--- config.mk ---
export PLATFORM = sky130hd
export DESIGN_NAME = rram_seq_ctrl_flat
export DESIGN_NICKNAME = d
export VERILOG_FILES = /design/src/rtl/rram_seq_ctrl_if.sv /design/src/rtl/rram_seq_ctrl.sv /design/src/flat_wrapper.sv
export SDC_FILE = /design/constraint.sdc
export NUM_CORES = 1
export LEC_CHECK = 0
export ABC_AREA = 1
export CAP_MARGIN = 20
export CORE_MARGIN = 2
export CORE_UTILIZATION = 57
export DETAILED_ROUTE_END_ITERATION = 10
export PLACE_DENSITY = 0.93
export RECOVER_POWER = 25
export SETUP_SLACK_MARGIN = 0.02
export SKIP_CTS_REPAIR_TIMING = 1
export SYNTH_ARGS = -nofsm -noshare
export SYNTH_HDL_FRONTEND = slang
export SYNTH_SLANG_ARGS = --single-unit
export TNS_END_PERCENT = 30
--- constraint.sdc ---
create_clock -name clk -period 11.3 [get_ports clk]
set_input_delay 1.695 -clock clk [delete_from_list [all_inputs] [get_ports clk]]
set_output_delay 1.695 -clock clk [all_outputs]
set_load 0.03 [all_outputs]
--- src/rtl/rram_seq_ctrl_if.sv ---
// RRAM sequencer host/array bundle: request handshake, status, and serial array pins.
// Latency: none, wires only.
// Backpressure: busy tells the host when requests are being dropped.
interface rram_seq_ctrl_if #(
  parameter int BITS = 32
);
  logic            form_req;
  logic            wr_req;
  logic            rd_req;
  logic [4:0]      addr;
  logic [BITS-1:0] wdata;
  logic            busy;
  logic            done;
  logic            err;
  logic [BITS-1:0] rdata;
  logic            rram_ce;
  logic            rram_we;
  logic            rram_re;
  logic [4:0]      rram_addr;
  logic            rram_dout;
  logic            rram_oe;
  logic            rram_din;

  modport slave (
    input  form_req, wr_req, rd_req, addr, wdata, rram_din,
    output busy, done, err, rdata,
    output rram_ce, rram_we, rram_re, rram_addr, rram_dout, rram_oe
  );

  modport master (
    output form_req, wr_req, rd_req, addr, wdata, rram_din,
    input  busy, done, err, rdata,
    input  rram_ce, rram_we, rram_re, rram_addr, rram_dout, rram_oe
  );
endinterface

--- src/rtl/rram_seq_ctrl.sv ---
// RRAM sequencer: forming pulse, serial word write and serial word read, gated by a formed-cell bitmap.
// Latency: done in the cycle after edge E0+SETUP_CYC+N (N=FORM_CYC or BITS); access to unformed cell fails in one cycle.
// Backpressure: none queued; requests seen while busy are dropped, only IDLE samples them.
module rram_seq_ctrl #(
  parameter int SETUP_CYC = 2,
  parameter int FORM_CYC  = 8,
  parameter int BITS      = 32
) (
  input logic           clk,
  input logic           CE,
  rram_seq_ctrl_if.slave bus
);

  localparam int CW   = $clog2(BITS) + 1;
  localparam int TMAX = (SETUP_CYC > FORM_CYC) ? SETUP_CYC : FORM_CYC;
  localparam int TW   = $clog2(TMAX + 1);

  typedef enum logic [2:0] {IDLE, SETUP, FORM, WSHIFT, RSHIFT, DONE} state_t;
  typedef enum logic [1:0] {OP_FORM, OP_WR, OP_RD} op_t;

  state_t          r_state;
  op_t             r_op;
  logic [31:0]     r_formed;
  logic [4:0]      r_addr;
  logic [BITS-1:0] r_wsh;
  logic [BITS-1:0] r_shadow;
  logic [BITS-1:0] r_rdata;
  logic [CW-1:0]   r_bit_cnt;
  logic [TW-1:0]   r_tmr;
  logic            r_busy, r_done, r_err;
  logic            r_ce, r_we, r_re, r_oe, r_dout;

  op_t  w_op;
  logic w_any_req;
  logic w_unformed;

  // Resolve request priority: forming beats write beats read.
  always_comb begin
    w_op = OP_RD;
    if (bus.form_req)    w_op = OP_FORM;
    else if (bus.wr_req) w_op = OP_WR;
  end

  assign w_any_req  = bus.form_req | bus.wr_req | bus.rd_req;
  assign w_unformed = (w_op != OP_FORM) && !r_formed[bus.addr];

  // Sequencer: state, counters, bitmap and every output are registered together.
  always_ff @(posedge clk or posedge CE) begin
    if (CE) begin
      r_state   <= IDLE;
      r_op      <= OP_FORM;
      r_formed  <= '0;
      r_addr    <= '0;
      r_wsh     <= '0;
      r_shadow  <= '0;
      r_rdata   <= '0;
      r_bit_cnt <= '0;
      r_tmr     <= '0;
      r_busy    <= 1'b0;
      r_done    <= 1'b0;
      r_err     <= 1'b0;
      r_ce      <= 1'b0;
      r_we      <= 1'b0;
      r_re      <= 1'b0;
      r_oe      <= 1'b0;
      r_dout    <= 1'b0;
    end else begin
      case (r_state)
        IDLE: begin
          if (w_any_req) begin
            r_op   <= w_op;
            r_addr <= bus.addr;
            r_wsh  <= bus.wdata;
            r_busy <= 1'b1;
            if (w_unformed) begin
              // Unformed cell: report failure without touching the array.
              r_state <= DONE;
              r_done  <= 1'b1;
              r_err   <= 1'b1;
            end else begin
              r_state <= SETUP;
              r_ce    <= 1'b1;
              r_tmr   <= '0;
            end
          end
        end
        SETUP: begin
          if (r_tmr == TW'(SETUP_CYC - 1)) begin
            r_tmr     <= '0;
            r_bit_cnt <= '0;
            case (r_op)
              OP_FORM: begin
                r_state <= FORM;
                r_we    <= 1'b1;
                r_oe    <= 1'b1;
                r_dout  <= 1'b1;
              end
              OP_WR: begin
                r_state <= WSHIFT;
                r_we    <= 1'b1;
                r_oe    <= 1'b1;
                r_dout  <= r_wsh[0];
                r_wsh   <= r_wsh >> 1;
              end
              default: begin
                r_state <= RSHIFT;
                r_re    <= 1'b1;
              end
            endcase
          end else begin
            r_tmr <= r_tmr + 1'b1;
          end
        end
        FORM: begin
          if (r_tmr == TW'(FORM_CYC - 1)) begin
            r_state          <= DONE;
            r_formed[r_addr] <= 1'b1;
            r_we             <= 1'b0;
            r_oe             <= 1'b0;
            r_dout           <= 1'b0;
            r_ce             <= 1'b0;
            r_done           <= 1'b1;
          end else begin
            r_tmr <= r_tmr + 1'b1;
          end
        end
        WSHIFT: begin
          if (r_bit_cnt == CW'(BITS - 1)) begin
            r_state <= DONE;
            r_we    <= 1'b0;
            r_oe    <= 1'b0;
            r_dout  <= 1'b0;
            r_ce    <= 1'b0;
            r_done  <= 1'b1;
          end else begin
            r_bit_cnt <= r_bit_cnt + 1'b1;
            r_dout    <= r_wsh[0];
            r_wsh     <= r_wsh >> 1;
          end
        end
        RSHIFT: begin
          // Shift in from the top so the first bit read ends up in bit 0.
          r_shadow <= {bus.rram_din, r_shadow[BITS-1:1]};
          if (r_bit_cnt == CW'(BITS - 1)) begin
            r_state <= DONE;
            r_rdata <= {bus.rram_din, r_shadow[BITS-1:1]};
            r_re    <= 1'b0;
            r_ce    <= 1'b0;
            r_done  <= 1'b1;
          end else begin
            r_bit_cnt <= r_bit_cnt + 1'b1;
          end
        end
        DONE: begin
          r_state <= IDLE;
          r_done  <= 1'b0;
          r_err   <= 1'b0;
          r_busy  <= 1'b0;
        end
        default: r_state <= IDLE;
      endcase
    end
  end

  assign bus.busy      = r_busy;
  assign bus.done      = r_done;
  assign bus.err       = r_err;
  assign bus.rdata     = r_rdata;
  assign bus.rram_ce   = r_ce;
  assign bus.rram_we   = r_we;
  assign bus.rram_re   = r_re;
  assign bus.rram_addr = r_addr;
  assign bus.rram_dout = r_dout;
  assign bus.rram_oe   = r_oe;

endmodule

--- src/flat_wrapper.sv ---
// flat-port wrapper written by rule: the top's interface ports become plain ports
module rram_seq_ctrl_flat 
#(
  parameter int SETUP_CYC = 2,
  parameter int FORM_CYC  = 8,
  parameter int BITS      = 32
)
  (clk, CE, bus_form_req, bus_wr_req, bus_rd_req, bus_addr, bus_wdata, bus_rram_din, bus_busy, bus_done, bus_err, bus_rdata, bus_rram_ce, bus_rram_we, bus_rram_re, bus_rram_addr, bus_rram_dout, bus_rram_oe);
  rram_seq_ctrl_if #(.BITS(BITS)) bus_i ();
  input logic clk;
  input logic CE;
  input wire logic [$bits(bus_i.form_req)-1:0] bus_form_req;
  input wire logic [$bits(bus_i.wr_req)-1:0] bus_wr_req;
  input wire logic [$bits(bus_i.rd_req)-1:0] bus_rd_req;
  input wire logic [$bits(bus_i.addr)-1:0] bus_addr;
  input wire logic [$bits(bus_i.wdata)-1:0] bus_wdata;
  input wire logic [$bits(bus_i.rram_din)-1:0] bus_rram_din;
  output wire logic [$bits(bus_i.busy)-1:0] bus_busy;
  output wire logic [$bits(bus_i.done)-1:0] bus_done;
  output wire logic [$bits(bus_i.err)-1:0] bus_err;
  output wire logic [$bits(bus_i.rdata)-1:0] bus_rdata;
  output wire logic [$bits(bus_i.rram_ce)-1:0] bus_rram_ce;
  output wire logic [$bits(bus_i.rram_we)-1:0] bus_rram_we;
  output wire logic [$bits(bus_i.rram_re)-1:0] bus_rram_re;
  output wire logic [$bits(bus_i.rram_addr)-1:0] bus_rram_addr;
  output wire logic [$bits(bus_i.rram_dout)-1:0] bus_rram_dout;
  output wire logic [$bits(bus_i.rram_oe)-1:0] bus_rram_oe;
  assign bus_i.form_req = bus_form_req;
  assign bus_i.wr_req = bus_wr_req;
  assign bus_i.rd_req = bus_rd_req;
  assign bus_i.addr = bus_addr;
  assign bus_i.wdata = bus_wdata;
  assign bus_i.rram_din = bus_rram_din;
  assign bus_busy = bus_i.busy;
  assign bus_done = bus_i.done;
  assign bus_err = bus_i.err;
  assign bus_rdata = bus_i.rdata;
  assign bus_rram_ce = bus_i.rram_ce;
  assign bus_rram_we = bus_i.rram_we;
  assign bus_rram_re = bus_i.rram_re;
  assign bus_rram_addr = bus_i.rram_addr;
  assign bus_rram_dout = bus_i.rram_dout;
  assign bus_rram_oe = bus_i.rram_oe;
  rram_seq_ctrl #(.SETUP_CYC(SETUP_CYC), .FORM_CYC(FORM_CYC), .BITS(BITS)) u_core (.clk(clk), .CE(CE), .bus(bus_i));
endmodule
-- Yosys cells after proc, flatten, opt, wreduce, memory -nomap -nowiden
Cells that the tools add are included.
- register bits after elaboration: 155
- output and inout port bits: 45
- logic and storage cells: 127
- add/sub/neg operators: 2
- order comparisons: 3
- equality and inequality tests: 24
- muxes and demuxes: 49
- bitwise operators: 3
- reductions and logical operators: 30
- operators with widths (cell ; count):
    $mux 32 ; 4
    $pmux 32 s3 ; 1
    $or 32x32->32 ; 1
    $reduce_and 5->1 ; 4
    $mux 1 ; 17
    $mux 4 ; 4
    $reduce_and 4->1 ; 4
    $mux 3 ; 5
    $ne 2x1->1 const B ; 7
    $ne 2x2->1 const B ; 7
    $lt 5x6->1 const B ; 2
    $mux 6 ; 2
    $pmux 3 s4 ; 1
    $pmux 4 s3 ; 1
    $pmux 6 s2 ; 1
    $reduce_bool 3->1 ; 4
    $pmux 1 s3 ; 3
    $pmux 1 s2 ; 4
    $reduce_and 2->1 ; 4
    $reduce_bool 2->1 ; 4
    $add 6x1->6 const B ; 1
    $eq 3x2->1 const B ; 2
    $eq 3x3->1 const B ; 2
    $eq 6x5->1 const B ; 1
    20 further kinds ; 25

-- Longest topological paths before layout
- word-level depth: 7
- mapped depth: 14

-- Worst setup path before layout
OpenSTA, ideal clock, no wires.
- kind: input to register
- start point: in bus_addr[0]
- end point: reg u_core.r_tmr[0]
- arrival: 2.900 ns
- setup slack: 8.274 ns
- stages: 12
- cells stage by stage: buf_2 -> inv_1 -> buf_2 -> nand2_1 -> nand3_1 -> nand3_1 -> nand3_1 -> nand2_1 -> nand2_1 -> nand4_1 -> nand2_1 -> o21ai_0
- longest elaborated chain between the ends: 6
- ends and longest elaborated chain (element ; RTL line ; source):
    from (decl) ; flat_wrapper.sv:15 ; input wire logic [$bits(bus_i.addr)-1:0] bus_addr;
    $bmux 1 s5 ; rram_seq_ctrl.sv:45 ; assign w_unformed = (w_op != OP_FORM) && !r_formed[bus.addr];
    $mux 1 (implied by the code) ; rram_seq_ctrl.sv:45 ;
    $logic_not 1->1 ; rram_seq_ctrl.sv:45 ;
    $logic_and 1x1->1 ; rram_seq_ctrl.sv:45 ;
    $ne 2x2->1 (no source line) ; n/a ;
    $reduce_and 4->1 (no source line) ; n/a ;
    to (signal assigned) ; rram_seq_ctrl.sv:111 ; r_tmr <= r_tmr + 1'b1;
    to (signal assigned) ; rram_seq_ctrl.sv:124 ; r_tmr <= r_tmr + 1'b1;
    to (decl) ; rram_seq_ctrl.sv:29 ; logic [TW-1:0] r_tmr;
No other way between the ends. The select of a mux whose other input is x is not followed.
A chain may end at the register's enable or synchronous reset.

==> flow_metrics.tcl <==
set metrics [dict create \
    post-synth-top-count-cell "nand2_1" \
    vias 5424 \
    clock_path_buffers 2 \
    worstPathMaxFanout 89 \
    antennaDiodeCount 0 \
    synthTopCellsByArea "dfrtp_1 (57%), o21ai_0 (10%), nand2_1 (10%)" \
    clk_pin_slew_worst_paths_ns 0.07 \
    antenna_found_initial 0 \
    yosys-top-cells-count "nand2_1 (184), dfrtp_1 (154), o21ai_0 (142)" \
    core_um2 11500 \
    drcViolationCount 2 \
    rsz0062_at_grt "false" \
    die-area_um2 12800 \
    yosys_warnings 0 \
    p_int_uw 1280 \
    ir_drop_mv 0.150 \
    final_antenna_net_count 0 \
    die_y_um 113 \
    p_sw_frac 0.401 \
    cts_sinks 154 \
    powerDensity_nw_per_um2 260 \
    routabilityCongestion 0.950 \
    slew_viol_final 215 \
    status "finished, violations left" \
    netlist_instances 790 \
    cts_made_buffers 17 \
    synth-edff-count 0 \
    nNetsFinal 915 \
    syn-cell-area_um2 6770 \
    relSlewSlack -1.47 \
    grt_pass1_wl_um 25100 \
    io_pins 88 \
    worst_pin_slew_ns 3.69 \
    drt-total-wl_um 14400 \
    p_comb_frac 0.369 \
    async_reset_ff_frac 1.00 \
    cts_max_level 4 \
    tns_ns 0 \
    grt_pass1_vias 5454 \
    skew_ns 0.0115 \
    wl_per_cell_um 14.1 \
    die_x_um 113 \
    rows 39 \
    syn_nets 836 \
    stdcell_area_um2 8260 \
    synth_ff_type "dfrtp_1" \
    dr.pass1.iters 9 \
    cts-root-buf "clkbuf_16" \
    grt_max_degree 90 \
    yosysTopAreaCell "dfrtp_1" \
    cts_tree "done" \
    p_leak_uw 0.00387 \
    critPathArrivalTime_ns 5.30 \
    violations "DRC, capacitance limit, slew limit" \
    start_util 0.588 \
    ys_ff_latch 154 \
    pwr-share-seq 0.377 \
    dpl_cell_area_um2 7690 \
    ys_seq_area_frac 0.569 \
    period_minus_slack_ns 4.84 \
    p_clk_frac 0.254 \
    startpoint_type "input port" \
    drive_gt1_frac 0.0499 \
    hpwl_um 9420 \
    cp.required_ns 11.76 \
    maxCapViolCount 3 \
    drt_iter0_drc 348 \
    max_freq_mhz 206 \
    p_sw_uw 860 \
    area_growth_pct 22.0 \
    final_hold_viol_count 0 \
    avgSynthCellArea_um2 8.57 \
    grtUsageTotal 0.246 \
    clock_latency_ns 0.42 \
    yosys.area.top_type_share 0.569 \
    critPathKind "in -> async" \
    min_period_over_period 0.429 \
    ys_types 29 \
    setup_viol 0 \
    vias_per_cell 5.29 \
    hold_class "reg -> reg" \
    endpoint_kind "asynchronous set/reset pin" \
    gr-total-overflow 0 \
    io_buffer_count 87 \
]
[registers in the layout, indices dropped and copies added (netlist names), 2 cells and up]
| register | cells |
|---|---|
| u_core.r_formed | 32 |
| u_core.bus.rram_addr | 5 |
| u_core.r_state | 3 |
| u_core.r_tmr | 4 |
| u_core.bus.rdata | 32 |
| u_core.r_shadow | 31 |
| u_core.r_wsh | 32 |
| u_core.r_op | 2 |
| u_core.r_bit_cnt | 6 |
[path summary, 6_finish.rpt]
check	from	endpoint	slack (ns)	depth (start not counted)
worst max-delay path	CE	u_core.r_wsh[23]$_DFFE_PP0P_	6.46	3
worst min-delay path	u_core.r_formed[4]$_DFFE_PP0P_	u_core.r_formed[4]$_DFFE_PP0P_	0.46	2
worst max register to register	u_core.r_state[0]$_DFFE_PP0P_	u_core.r_wsh[26]$_DFFE_PP0P_	7.01	12
worst min register to register	u_core.r_formed[4]$_DFFE_PP0P_	u_core.r_formed[4]$_DFFE_PP0P_	0.46	2
max in group clk	u_core.r_state[0]$_DFFE_PP0P_	u_core.r_wsh[26]$_DFFE_PP0P_	7.01	12
min in group asynchronous	CE	u_core.bus.rdata[17]$_DFFE_PP0P_	2.82	2
[logic make-up (layout without fill, tap and decap cells)]
logic type | Yosys count | after routing | share of synthesized area
and+or+nand+nor | 266 | 266 | 0.161
DFF | 154 | 154 | 0.569
AOI/OAI and AO/OA | 192 | 192 | 0.159
adders and majority gates | 3 | 3 | 0.00555
xor gates and xnor gates | 2 | 2 | 0.00259
buffers and inverters | 173 | 265 | 0.102
[placed cells by master, fill, tap and decap left out]
master | Yosys | layout
a21oi_1 | 6 | 6
a21oi_4 | 2 | 2
a22oi_1 | 2 | 2
buf_4 | 1 | 2
clkbuf_1 | 17 | 2
clkbuf_16 | 0 | 17
clkdlybuf4s50_1 | 0 | 86
clkinv_1 | 0 | 1
clkinv_4 | 0 | 1
clkinv_8 | 0 | 1
clkinvlp_2 | 0 | 1
clkinvlp_4 | 0 | 2
dfrtp_1 | 154 | 154
dlygate4sd3_1 | 0 | 1
ha_1 | 3 | 3
inv_1 | 138 | 139
inv_2 | 4 | 1
inv_6 | 0 | 6
inv_8 | 0 | 5
nand2_1 | 184 | 184
nand2_2 | 1 | 1
nand3_1 | 39 | 39
nand4_1 | 3 | 3
nor2_1 | 28 | 29
nor2_4 | 2 | 2
nor3_1 | 4 | 4
nor4_1 | 1 | 1
o211ai_1 | 34 | 34
o21a_1 | 1 | 1
o21ai_0 | 142 | 142
o21ai_1 | 4 | 4
o21bai_1 | 1 | 1
or2_2 | 3 | 3
xnor2_1 | 1 | 1
xor2_1 | 1 | 1
[per-stage QoR]
| stage | total power (µW) | util | hold WS, ns | cells | setup WS (ns) |
|---|---|---|---|---|---|
| finish | 2140 | 0.717 | 0.458 | 1025 | 6.46 |
| global route | 2310 | 0.717 | 0.475 | 1025 | 5.72 |
| CTS | 2150 | 0.718 | 0.462 | 1025 | 7.56 |
| detailed placement | 1590 | 0.668 | 0.448 | 993 | 7.10 |
| global placement | 1550 | 0.668 | 0.440 | 993 | 7.26 |
| floorplan | 1390 | - | 0.428 | 790 | 5.46 |
[worst max-delay path: stages]
cell	delay (ns)
dlygate4sd3_1	0.54
clkinvlp_2	2.07
buf_4	0.92
[power groups by stage]
| stage | logic (µW) | clock network, µW | registers [µW] |
|---|---|---|---|
| after floorplan | 530 | 0 | 862 |
| after global routing | 906 | 580 | 827 |
| after global placement | 745 | 0 | 806 |
| after CTS | 791 | 555 | 808 |
| after detailed placement | 781 | 0 | 812 |
| final | 790 | 545 | 809 |
[cell type report]
type                    count  area [µm²]
multi-input cells         463        2220
repair buffers             91         893
fillers                   826        3260
clock inverters            15         149
clock buffers              17         425
flip-flops and latches    154        3850
well taps                 143         179
inverters                 142         534
[routing by layer]
metal / vias up / part of all wire / GRT usage
li1: 2669 / - / -
met1: 2545 / 0.42 / 0.315
met2: 181 / 0.49 / 0.400
met3: 29 / 0.067 / 0.0632
met4: 0 / 0.021 / 0.107
met5: - / 0 / 0
(Power assumes the default switching activity.)
